==> config.mk <==
export PLATFORM = sky130hd
export DESIGN_NAME = pipeline_stall_controller
export DESIGN_NICKNAME = d
export VERILOG_FILES = /design/src/rtl/pipeline_stall_controller.sv
export SDC_FILE = /design/constraint.sdc
export NUM_CORES = 1
export LEC_CHECK = 0
export ABC_AREA = 1
export BUFFER_PORTS_ARGS = -buffer_cell sky130_fd_sc_hd__buf_4
export CORE_UTILIZATION = 40
export CTS_CLUSTER_SIZE = 28
export DETAILED_ROUTE_END_ITERATION = 8
export PLACE_DENSITY = 0.71
export SYNTH_ARGS = -nofsm -noshare
export SYNTH_HDL_FRONTEND = slang
export SYNTH_SLANG_ARGS = --single-unit
==> constraint.sdc <==
create_clock -name clk -period 1.1 [get_ports clk]
set_input_delay 0 -clock clk [delete_from_list [all_inputs] [get_ports clk]]
set_output_delay 0 -clock clk [all_outputs]
set_load 0.02 [all_outputs]
==> src/rtl/pipeline_stall_controller.sv <==
// Stall/flush control for a 5-stage pipeline with a slow external memory; optional STALL_COUNTER_EN adds a frozen-cycle counter.
// Outputs are combinational in the current cycle; state advances one cycle later.
// A pending memory access holds the whole pipeline until sram_ready, or forever once the wait budget runs out.
module pipeline_stall_controller #(
    parameter int unsigned MEM_TIMEOUT = 255,
    parameter int unsigned CNT_W       = 16
) (
    input  logic             clk,
    input  logic             rst,
    input  logic             hazard_detected,
    input  logic             Branch_taken,
    input  logic             Mem_R_EN,
    input  logic             Mem_W_EN,
    input  logic             sram_ready,
    output logic             freeze_IF,
    output logic             flush_IF_ID,
    output logic             bubble_ID_EX,
    output logic             stall_all,
    output logic             mem_timeout,
    output logic [1:0]       state,
    output logic [CNT_W-1:0] stall_count
);

    typedef enum logic [1:0] {
        ST_RUN      = 2'b00,
        ST_MEM_WAIT = 2'b01,
        ST_TIMEOUT  = 2'b10,
        ST_ILLEGAL  = 2'b11
    } state_e;

    localparam logic [7:0] WAIT_LAST = 8'(MEM_TIMEOUT - 1);

    state_e     state_q, state_d;
    logic [7:0] wait_cnt_q, wait_cnt_d;
    logic       mem_acc;
    logic       stall_raw;
    logic       freeze_raw, flush_raw, bubble_raw;

    assign mem_acc = Mem_R_EN | Mem_W_EN;

    always_comb begin
        state_d    = state_q;
        wait_cnt_d = wait_cnt_q;
        stall_raw  = 1'b0;
        case (state_q)
            ST_RUN: begin
                wait_cnt_d = 8'd0;
                if (mem_acc && !sram_ready) begin
                    stall_raw = 1'b1;
                    state_d   = ST_MEM_WAIT;
                end
            end
            ST_MEM_WAIT: begin
                if (sram_ready) begin
                    state_d    = ST_RUN;
                    wait_cnt_d = 8'd0;
                end else begin
                    stall_raw = 1'b1;
                    if (wait_cnt_q == WAIT_LAST) begin
                        state_d = ST_TIMEOUT;
                    end else begin
                        wait_cnt_d = wait_cnt_q + 8'd1;
                    end
                end
            end
            ST_TIMEOUT: begin
                stall_raw = 1'b1;
            end
            default: begin
                state_d    = ST_RUN;
                wait_cnt_d = 8'd0;
            end
        endcase
    end

    always_ff @(posedge clk) begin
        if (rst) begin
            state_q    <= ST_RUN;
            wait_cnt_q <= 8'd0;
        end else begin
            state_q    <= state_d;
            wait_cnt_q <= wait_cnt_d;
        end
    end

    // A held pipeline ignores branch/hazard requests; they are re-presented once it moves.
    always_comb begin
        if (stall_raw) begin
            freeze_raw = 1'b1;
            flush_raw  = 1'b0;
            bubble_raw = 1'b0;
        end else begin
            freeze_raw = hazard_detected & ~Branch_taken;
            flush_raw  = Branch_taken;
            bubble_raw = Branch_taken | hazard_detected;
        end
    end

    assign stall_all    = ~rst & stall_raw;
    assign freeze_IF    = ~rst & freeze_raw;
    assign flush_IF_ID  = ~rst & flush_raw;
    assign bubble_ID_EX = ~rst & bubble_raw;
    assign mem_timeout  = ~rst & (state_q == ST_TIMEOUT);
    assign state        = rst ? 2'b00 : state_q;

`ifdef STALL_COUNTER_EN
    localparam logic [CNT_W-1:0] CNT_ONE = 1;

    logic [CNT_W-1:0] stall_count_q, stall_count_d;

    always_comb begin
        stall_count_d = stall_count_q;
        if (freeze_IF && !(&stall_count_q)) begin
            stall_count_d = stall_count_q + CNT_ONE;
        end
    end

    always_ff @(posedge clk) begin
        if (rst) begin
            stall_count_q <= '0;
        end else begin
            stall_count_q <= stall_count_d;
        end
    end

    assign stall_count = rst ? '0 : stall_count_q;
`else
    assign stall_count = '0;
`endif

endmodule

# == Word-level counts from Yosys, hierarchy flattened ==
# Cells that the tools add are included.
# word_totals
ff_bits,10
inputBits,7
out_inout_bits,23
wordCells,39
# op_classes
add_sub_neg,1
n_eq_ne,6
mux,14
bitwise_logic,11
n_reduce_logical,5
# op_table
operator,count
8-bit two-way mux,2
8-bit one-hot mux with 2 select lines,1
"8-bit by 1-bit adder with 8-bit output, second input constant",1
"8-bit equality test, second input constant",1
2-bit two-way mux,4
1-bit AND,6
"3-bit inequality test, second input constant",2
2-bit one-hot mux with 3 select lines,1
1-bit two-way mux,5
1-bit NOT,3
1-bit one-hot mux with 3 select lines,1
3-bit AND reduction,1
"2-bit by 1-bit equality test with 1-bit output, second input constant",1
"2-bit equality test, second input constant",1
2-bit logical NOT,1
"2-bit inequality test, second input constant",1
1-bit bitwise OR,2
2-bit AND reduction,1
1-bit logical AND,1
1-bit logical NOT,1

# == Longest topological paths before layout ==
# Gate-level depths: netlist of run 1.
# logic_depth
ltp_word,6
mapped_depth,10
depth_no_buf,9

# == Worst setup path after synthesis of run 1 ==
# Ideal clock, no wire load.
# synth_timing
path_type,register -> register
start,register wait_cnt_q[0]
end,register wait_cnt_q[5]
setup_ps,109
arrival_time_ps,1131
required_time_ps,991
slack_ps,-140
path_stages_with_launch,11
path_buffers,1
synth_period_minus_slack_ps,1240
path_cell_list,dfxtp_1 > inv_1 > ha_1 > nand2_1 > nor2_2 > nand3_4 > buf_6 > nand3_1 > nand2_1 > inv_2 > nor2_2
# synth_via
elab_chain_len,4
word_cells_on_any_way,7
classes_between,add/sub: 1; eq/ne: 2; mux: 3; reduce/logical: 1
# synth_lines
item,line_no,rtl
start: declaration,34,"logic [7:0] wait_cnt_q, wait_cnt_d;"
start signal: assignment,82,wait_cnt_q <= wait_cnt_d;
8-bit by 1-bit adder with 8-bit output,62,wait_cnt_d = wait_cnt_q + 8'd1;
8-bit two-way mux,59,if (wait_cnt_q == WAIT_LAST) begin
8-bit two-way mux,54,if (sram_ready) begin
8-bit one-hot mux with 2 select lines,45,case (state_q)
# Several ways; a longest one is shown, not always the timed one. The select of a mux whose other input is x is not followed.
# A chain may end at the register's enable or synchronous reset.

# == Final worst setup path of run 1 ==
# layout_timing
start,register state_q[1]
end,register wait_cnt_q[0]
# layout_via
elab_chain_len,3
word_cells_on_any_way,6
classes_between,eq/ne: 3; mux: 1; bitwise: 1; reduce/logical: 1
# layout_lines
item,line_no,rtl
start: declaration,33,"state_e state_q, state_d;"
start signal: assignment,81,state_q <= state_d;
2-bit by 1-bit equality test with 1-bit output or 2-bit equality test (tied branches),45,
3-bit inequality test (no source line) or 1-bit NOT (tied branches),-,
2-bit AND reduction (no source line),-,
# Several ways; a longest one is shown, not always the timed one.

==> flow_summary.toml, run 1 <==
[outcome]
status = "complete, but fails checks"
violations = "negative setup slack"

[sta]
period_needed_ns = 1.34
rsz0062_at_grt = "yes"
fmax_mhz = 746
final.period_utilization = 1.22
setup_violations = 17
clock_skew_ns = 0.000436
fin_ws_ns = -0.241
slew_violations = 0
hold_ws_ns = 0.0919
tns_ns = -2.81
hold_viol = 0

[routing]
totalWireLength_um = 2300
wl_per_cell_um = 11.6
viasPerCell = 4.62
dr.pass1.iters = 4
m1WireLength_um = 896
ant_nets = 0
drt_iter0_markers = 12
wl_met2_um = 1240
route.met3.wl_um = 75
vias = 914
drc = 0
dr.max_layer_used = "met4"

[clock_network]
cts_inserted_buffers = 3
cts_max_path_buffers = 2
htree_levels = 1
cts-root-buf = "clkbuf_4"
clkTransAtPathRegs_ns = 0.07
cts_tree = "yes"
clk_latency_ns = 0.27
numClockSinks = 10

[critical_path]
critPathArrivalTime_ns = 1.54
critPathBufInv = 2
crit_fanout = 7
crit_top_cell = "nand2_4"
max_stage_delay_ns = 0.36
crit_family = "simple AND/OR/NAND/NOR gates"
cp_cell_sequence = "buf_4 -> inv_4 -> nand2_4 -> nor2_4 -> nand3_4 -> nand2_4 -> nand2_1 -> a21boi_2"
r2r_slack_ns = -0.24
worstSetupPathType = "reg -> reg"
r2r_cells = 8
slowest_stage = "dfxtp_4"
r2r_end = "wait_cnt_q[0]"
cp-start-kind = "register"
end_kind = "register"
required_ns = 1.30
critical_path_depth = 8
crit-reg2reg-launch = "state_q[1]"

[pwr]
pwr-share-seq = 0.351
power_frac_clock = 0.319
p_leak_nw = 0.587
ir_drop_mv = 0.628
power.total_mw = 1.07
internal_power_uw = 724
pwr_density_cell_nw_per_um2 = 811
combPwrFrac = 0.330
sw_frac_of_total = 0.323
switching_power_uw = 346

[layout]
final_nets = 181
area_delta_synth_final_pct = 54.8
n_fill_cell = 169
fin_area_um2 = 1320
antenna_cells = 0
layout-drive-gt1-share = 0.497

[place]
dpl_cell_area_um2 = 1060
dpl.hpwl_um = 1370
io_buffers = 13
place_congestion = 0.854

[floorplan]
fp.dieH_um = 48.2
die_area_um2 = 2320
initial_core_util = 0.430
die_w_um = 48.2
io-pin-count = 30
rows = 16
core_um2 = 1980

[yosys]
yosysWarnings = 0
ys_ff_latch = 10
ys_seq_area_frac = 0.235
netlist_instances = 130
synthDistinctLibCells = 25
avgSynthCellArea_um2 = 6.55
syn_area_um2 = 852

[global_routing]
grt_pass1_vias = 848
grtUsageTotal = 0.227
grt_overflow = 0
grt_pass1_wl_um = 3510
grt_max_degree = 10
antenna_found_initial = 0

[job]
cap_violations = 0

[worst_hold_path]
worstHoldPathCells = 4
hold_end = "wait_cnt_q[1]"
worstHoldPathType = "in -> reg"
hp-start = "rst"
==> cells in the mapped netlist <==
library cell | instances | area [µm²]
nand2_1 | 29 | 109
inv_1 | 18 | 67.6
buf_4 | 16 | 120
nor2_1 | 13 | 48.8
dfxtp_1 | 10 | 200
nand3_1 | 9 | 45.0
nor2_2 | 6 | 37.5
nand4_1 | 5 | 31.3
a21oi_1 | 3 | 15.0
buf_2 | 2 | 10.0
ha_1 | 2 | 25.0
inv_2 | 2 | 7.51
nor2_4 | 2 | 22.5
o21ai_0 | 2 | 10.0
a21boi_1 | 1 | 7.51
a21oi_2 | 1 | 8.76
a22oi_1 | 1 | 7.51
buf_6 | 1 | 11.3
conb_1 | 1 | 3.75
nand2_2 | 1 | 6.26
nand3_2 | 1 | 10.0
nand3_4 | 1 | 17.5
nor2_8 | 1 | 20.0
nor3_1 | 1 | 5.00
o21ai_1 | 1 | 5.00
==> worst reg2reg max path, delay by kind of cell, from the launching register on <==
family / cells / cell delay [ns]
flops: 1 / 0.36
simple gates: 5 / 0.57
buf+inv: 2 / 0.22
compound gates: 1 / 0.12
==> kinds of logic after synthesis <==
kind of cell,synth area share
AOI/OAI and AO/OA,0.0631
and+or+nand+nor,0.414
adders and majority gates,0.0294
buffers and inverters,0.254
other,0.00440
DFF,0.235
==> worst max-delay path by stage <==
stage,to,start
6_report,wait_cnt_q[0],state_q[1]
5_1_grt,wait_cnt_q[0],state_q[1]
4_1_cts,bubble_ID_EX,state_q[0]
2_1_floorplan,wait_cnt_q[5],wait_cnt_q[0]
3_5_place_dp,wait_cnt_q[0],wait_cnt_q[0]
3_3_place_gp,wait_cnt_q[0],wait_cnt_q[0]
==> through the flow <==
| step | cells | setup WS (ns) | utilization |
|---|---|---|---|
| 4_1_cts | 198 | -0.201 | 0.638 |
| 2_1_floorplan | 145 | -0.0856 | - |
| 6_report | 198 | -0.241 | 0.665 |
| 3_3_place_gp | 183 | -0.131 | 0.534 |
| 5_1_grt | 198 | -0.292 | 0.665 |
| 3_5_place_dp | 183 | -0.210 | 0.534 |
==> state kept, by name (all words and copies together), names as in the netlist <==
signal / flops
wait_cnt_q: 8
state_q: 2
==> metal layers <==
layer  track usage  up-vias
met5             0        -
met4         0.178        0
met3        0.0481       10
met2         0.395       29
met1         0.233      419
li1              -      456
==> repair_timing <==
item                       CTS  global route
hold buffers                 1             0
gates cloned                 1             0
setup endpoints to repair   15            17
hold endpoints to repair     3             0
pin swaps                    7             7
gates resized for setup     23            15
buffers inserted             9             0
==> power groups by stage <==
stage / combinational (mW) / sequential [mW] / clock, mW
2_1_floorplan: 0.197 / 0.386 / 0
3_3_place_gp: 0.228 / 0.385 / 0
3_5_place_dp: 0.230 / 0.385 / 0
4_1_cts: 0.308 / 0.376 / 0.355
5_1_grt: 0.381 / 0.376 / 0.376
6_report: 0.353 / 0.376 / 0.341
==> placed cells by master, fill, tap and decap left out, drive strengths merged <==
cell,Yosys,layout
a22oi,1,1
dfxtp,10,10
a21boi,1,1
buf,19,39
dlygate4sd3,0,1
ha,2,2
a21oi,4,4
nand3,11,12
nand4,5,5
inv,20,20
o21ai,3,3
conb,1,16
clkbuf,0,4
nand2,30,30
nor2,22,22
nor3,1,1
==> layout make-up <==
cell class,instances,area [µm²],share of cell area
tap,27,33.8,0.0256
multi-input combinational,97,624,0.473
sequential,10,208,0.157
clock buffer,4,36.3,0.0275
inverter,20,80.1,0.0607
timing repair buffer,40,337,0.255
Note: power is estimated with default switching activity, not from simulation.
==> run 2, diff against run 1 <==
--- a/config.mk
+++ b/config.mk
@@ -7,10 +7,10 @@
 export LEC_CHECK = 0
 export ABC_AREA = 1
 export BUFFER_PORTS_ARGS = -buffer_cell sky130_fd_sc_hd__buf_4
-export CORE_UTILIZATION = 40
+export CORE_UTILIZATION = 44
 export CTS_CLUSTER_SIZE = 28
 export DETAILED_ROUTE_END_ITERATION = 8
-export PLACE_DENSITY = 0.71
+export PLACE_DENSITY = 0.77
 export SYNTH_ARGS = -nofsm -noshare
 export SYNTH_HDL_FRONTEND = slang
 export SYNTH_SLANG_ARGS = --single-unit
==> flow_summary.toml, run 2 (synthesis gave the netlist of run 1 again) <==
[layout]
n_fill_cell = 151
fin_area_um2 = 1310
area_delta_synth_final_pct = 53.6
layout_common_cells = "buf_4 (32), nand2_1 (23), inv_1 (17), conb_1 (16), nor2_1 (9)"
regMostFlops = "wait_cnt_q"
multi_input_area_um2 = 663
antenna_cells = 0
reg_top3 = "wait_cnt_q: 8 flops, state_q: 2 flops"
final_common_cell = "buf_4"
final_nets = 179
seq_area_um2 = 210
layout-drive-gt1-share = 0.488
final_cells = 193
largest_reg_flops = 8

[place]
place_congestion = 0.796
dpl_cell_area_um2 = 1040
dpl.hpwl_um = 1340
io_buffers = 13
place_ws_ns = -0.211
place_inst = 179

[routing]
dr.pass1.iters = 4
totalWireLength_um = 2180
wl_per_cell_um = 11.3
viasPerCell = 4.55
ant_nets = 0
vias = 878
drt_iter0_markers = 10
drc = 0

[floorplan]
rows = 15
fp.dieH_um = 46.0
die_area_um2 = 2120
core_um2 = 1760
initial_core_util = 0.483
die_w_um = 46.0
io-pin-count = 30

[pwr]
ir_drop_mv = 0.525
p_leak_nw = 0.585
pwr_density_cell_nw_per_um2 = 730
power.total_uw = 955

[critical_path]
end_kind = "register"
cp_cell_sequence = "inv_2 -> ha_4 -> nand2_4 -> nor2_4 -> buf_4 -> nand3_4 -> nand4_1 -> nand2_1 -> nor2_2"
required_ns = 1.29
max_stage_delay_ns = 0.33
critPathArrivalTime_ns = 1.50
critPathBufInv = 2
crit-reg2reg-launch = "wait_cnt_q[0]"
crit_fanout = 7
slowest_stage = "dfxtp_2"
cp-start-kind = "register"
crit_family = "simple AND/OR/NAND/NOR gates"
r2r_slack_ns = -0.20
worstSetupStartpoint = "wait_cnt_q[0]"
worstSetupPathType = "reg -> reg"

[sta]
tns_ns = -1.80
clock_skew_ns = 0.00308
final.period_utilization = 1.19
period_needed_ns = 1.30
rsz0062_at_grt = "yes"
fmax_mhz = 766
setup_violations = 14
fin_ws_ns = -0.205
hold_viol = 0
slew_violations = 0

[global_routing]
grt_max_degree = 12
antenna_found_initial = 0
grt_pass1_wl_um = 3190
grt_overflow = 0
grtUsageTotal = 0.216
grt_pass1_vias = 790

[worst_hold_path]
worstHoldPathType = "in -> reg"
hp-start = "rst"

[clock_network]
cts_max_path_buffers = 2
cts_tree = "yes"
htree_levels = 1
cts-root-buf = "clkbuf_4"
clk_latency_ns = 0.26
numClockSinks = 10
clkTransAtPathRegs_ns = 0.06
cts_inserted_buffers = 3

[outcome]
violations = "negative setup slack"
status = "complete, but fails checks"

[job]
cap_violations = 0
## run 2: cell types whose count changed in the layout (fill, tap and decap cells not counted), sizes merged
cell / delta
clkbuf: -1
buf: -2
## run 2: final cells by class
type | instances | share of cell area
multi-input combinational | 97 | 0.507
timing repair buffer | 38 | 0.234
sequential | 10 | 0.161
inverter | 20 | 0.0574
tap | 25 | 0.0239
clock buffer | 3 | 0.0172
## run 2: per-stage QoR
stage          hold slack, ns  utilization
6_report               0.0977        0.742
3_5_place_dp            0.248        0.590
3_3_place_gp            0.245        0.590
4_1_cts                0.0388        0.672
5_1_grt                 0.126        0.742
2_1_floorplan           0.126            -
## run 2: timing repair
action,4_1_cts,5_1_grt
hold buffers,1,0
endpoints found under the hold margin,3,0
endpoints found under the setup margin,14,16
setup buffers,5,4
cloned,1,0
gates resized for setup,20,19
pin swaps,5,6
## run 2: worst paths after layout
path	endpoint	cells past startpoint
worst min-delay path	wait_cnt_q[1]	4
worst min register to register	wait_cnt_q[0]	2
worst max-delay path	wait_cnt_q[4]	9
worst max register to register	wait_cnt_q[4]	9
## run 2: worst min-delay path, delay by kind of cell
kind | cells | cell delay, ns
and+or+nand+nor | 2 | 0.13
buffers and inverters | 1 | 0.15
AOI/OAI and AO/OA | 1 | 0.05
## run 2: where the power goes
part	switching [mW]	total [mW]	leakage (nW)	internal, mW
clock network	0.118	0.244	0.0138	0.126
logic	0.199	0.339	0.488	0.140
registers	0.00633	0.373	0.0832	0.366
## run 2: routing by layer
layer | routed length, µm | share of wire | track usage | up-vias
met5 | 0 | 0 | 0 | -
met4 | 19 | 0.0087 | 0.0882 | 0
met3 | 77 | 0.035 | 0.0357 | 2
met2 | 1260 | 0.58 | 0.397 | 20
met1 | 815 | 0.37 | 0.242 | 409
li1 | - | - | - | 447
==> run 3, diff against run 2 <==
==> constraint.sdc (replaced) <==
create_clock -name clk -period 1.2 [get_ports clk]
set_input_delay 0 -clock clk [delete_from_list [all_inputs] [get_ports clk]]
set_output_delay 0 -clock clk [all_outputs]
set_load 0.02 [all_outputs]
==> flow_summary.toml, run 3 (synthesis gave the netlist of run 1 again) <==
[layout]
layout-drive-gt1-share = 0.441
final_common_cell = "buf_4"
layout_common_cells = "buf_4 (27), nand2_1 (20), inv_1 (16), conb_1 (16), nor2_1 (13)"
n_fill_cell = 160
regMostFlops = "wait_cnt_q"
final_nets = 171
largest_reg_flops = 8
fin_area_um2 = 1180
reg_top3 = "wait_cnt_q: 8 flops, state_q: 2 flops"
area_delta_synth_final_pct = 39.1
antenna_cells = 0

[clock_network]
htree_levels = 1
clk_latency_ns = 0.27
cts-root-buf = "clkbuf_4"
numClockSinks = 10
cts_tree = "yes"
cts_max_path_buffers = 2
cts_inserted_buffers = 3
clkTransAtPathRegs_ns = 0.07

[sta]
rsz0062_at_grt = "yes"
setup_violations = 11
fmax_mhz = 798
final.period_utilization = 1.04
tns_ns = -0.322
period_needed_ns = 1.25
slew_violations = 0
fin_ws_ns = -0.0532
hold_viol = 0
clock_skew_ns = 0.00361

[routing]
drt_iter0_markers = 15
drc = 0
dr.pass1.iters = 4
totalWireLength_um = 1970
vias = 852
ant_nets = 0
viasPerCell = 4.58
wl_per_cell_um = 10.6

[critical_path]
crit_top_cell = "nand2_4"
end_kind = "register"
required_ns = 1.39
worstSetupPathType = "reg -> reg"
max_stage_delay_ns = 0.34
crit_fanout = 7
critPathArrivalTime_ns = 1.45
cp_cell_sequence = "inv_2 -> ha_4 -> nand2_4 -> nor2_4 -> nand3_4 -> nand2_4 -> nand2_1 -> a21boi_1"
slowest_stage = "dfxtp_2"
cp-start-kind = "register"

[pwr]
combPwrFrac = 0.270
pwr-share-seq = 0.385
power.total_uw = 897
sw_frac_of_total = 0.315
ir_drop_mv = 0.604
p_leak_nw = 0.548
pwr_density_cell_nw_per_um2 = 757
switching_power_uw = 282
power_frac_clock = 0.345
internal_power_uw = 615

[global_routing]
grt_max_degree = 11
grtUsageTotal = 0.206
grt_overflow = 0
grt_pass1_vias = 723
grt_pass1_wl_um = 3080
antenna_found_initial = 0

[outcome]
violations = "negative setup slack"
status = "complete, but fails checks"

[place]
place_congestion = 0.820
io_buffers = 13
dpl_cell_area_um2 = 1020
dpl.hpwl_um = 1350
place_ws_ns = -0.0999

[floorplan]
io-pin-count = 30
die_area_um2 = 2120
die_w_um = 46.0
initial_core_util = 0.483
core_um2 = 1760
rows = 15
fp.dieH_um = 46.0

[worst_hold_path]
worstHoldPathType = "in -> reg"

[job]
cap_violations = 0
-- run 3: final cells by class --
class / instances / area (µm²) / share of cell area
inverter: 20 / 75.1 / 0.0634
tap: 25 / 31.3 / 0.0264
multi-input combinational: 97 / 586 / 0.494
sequential: 10 / 213 / 0.180
timing repair buffer: 30 / 244 / 0.206
clock buffer: 4 / 36.3 / 0.0306
-- run 3: power by group through the flow --
stage	combinational (mW)	sequential (mW)	clock, mW
6_report	0.243	0.346	0.309
3_5_place_dp	0.199	0.355	0
5_1_grt	0.264	0.347	0.334
2_1_floorplan	0.178	0.354	0
3_3_place_gp	0.197	0.354	0
4_1_cts	0.227	0.347	0.322
-- run 3: repair_timing --
item                                    4_1_cts  5_1_grt
buffers inserted                              2        3
pin swaps                                     4        2
endpoints found under the setup margin       12       13
endpoints found under the hold margin         3        0
hold buffers                                  1        0
cloned                                        1        0
gates resized for setup                      20        4
-- run 3: worst paths after layout --
check	start	end	slack, ns	depth (start not counted)
setup / recovery	wait_cnt_q[0]	wait_cnt_q[0]	-0.05	8
hold / removal	rst	wait_cnt_q[1]	0.04	4
setup reg to reg	wait_cnt_q[0]	wait_cnt_q[0]	-0.05	8
hold reg to reg	wait_cnt_q[1]	wait_cnt_q[1]	0.52	2
-- run 3: through the flow --
step / util / hold WS [ns] / cells
2_1_floorplan: - / 0.140 / 145
6_report: 0.672 / 0.0406 / 186
3_3_place_gp: 0.577 / 0.245 / 175
3_5_place_dp: 0.577 / 0.246 / 175
4_1_cts: 0.652 / 0.0530 / 183
5_1_grt: 0.672 / 0.0828 / 186
-- run 3: routing by layer --
metal | track usage | share of wire | vias up
met5 | 0 | 0 | -
met4 | 0.0882 | 0.0031 | 0
met3 | 0.0397 | 0.034 | 2
met2 | 0.349 | 0.56 | 18
met1 | 0.250 | 0.40 | 397
li1 | - | - | 435
-- run 3: critical path: cells and delay by family, from the launching register on --
kind	cells	cell delay (ns)
AO/OA/AOI/OAI	1	0.11
adder cells (fa/ha/maj)	1	0.13
buffers and inverters	1	0.08
flip-flops	1	0.34
AND/OR/NAND/NOR	5	0.51
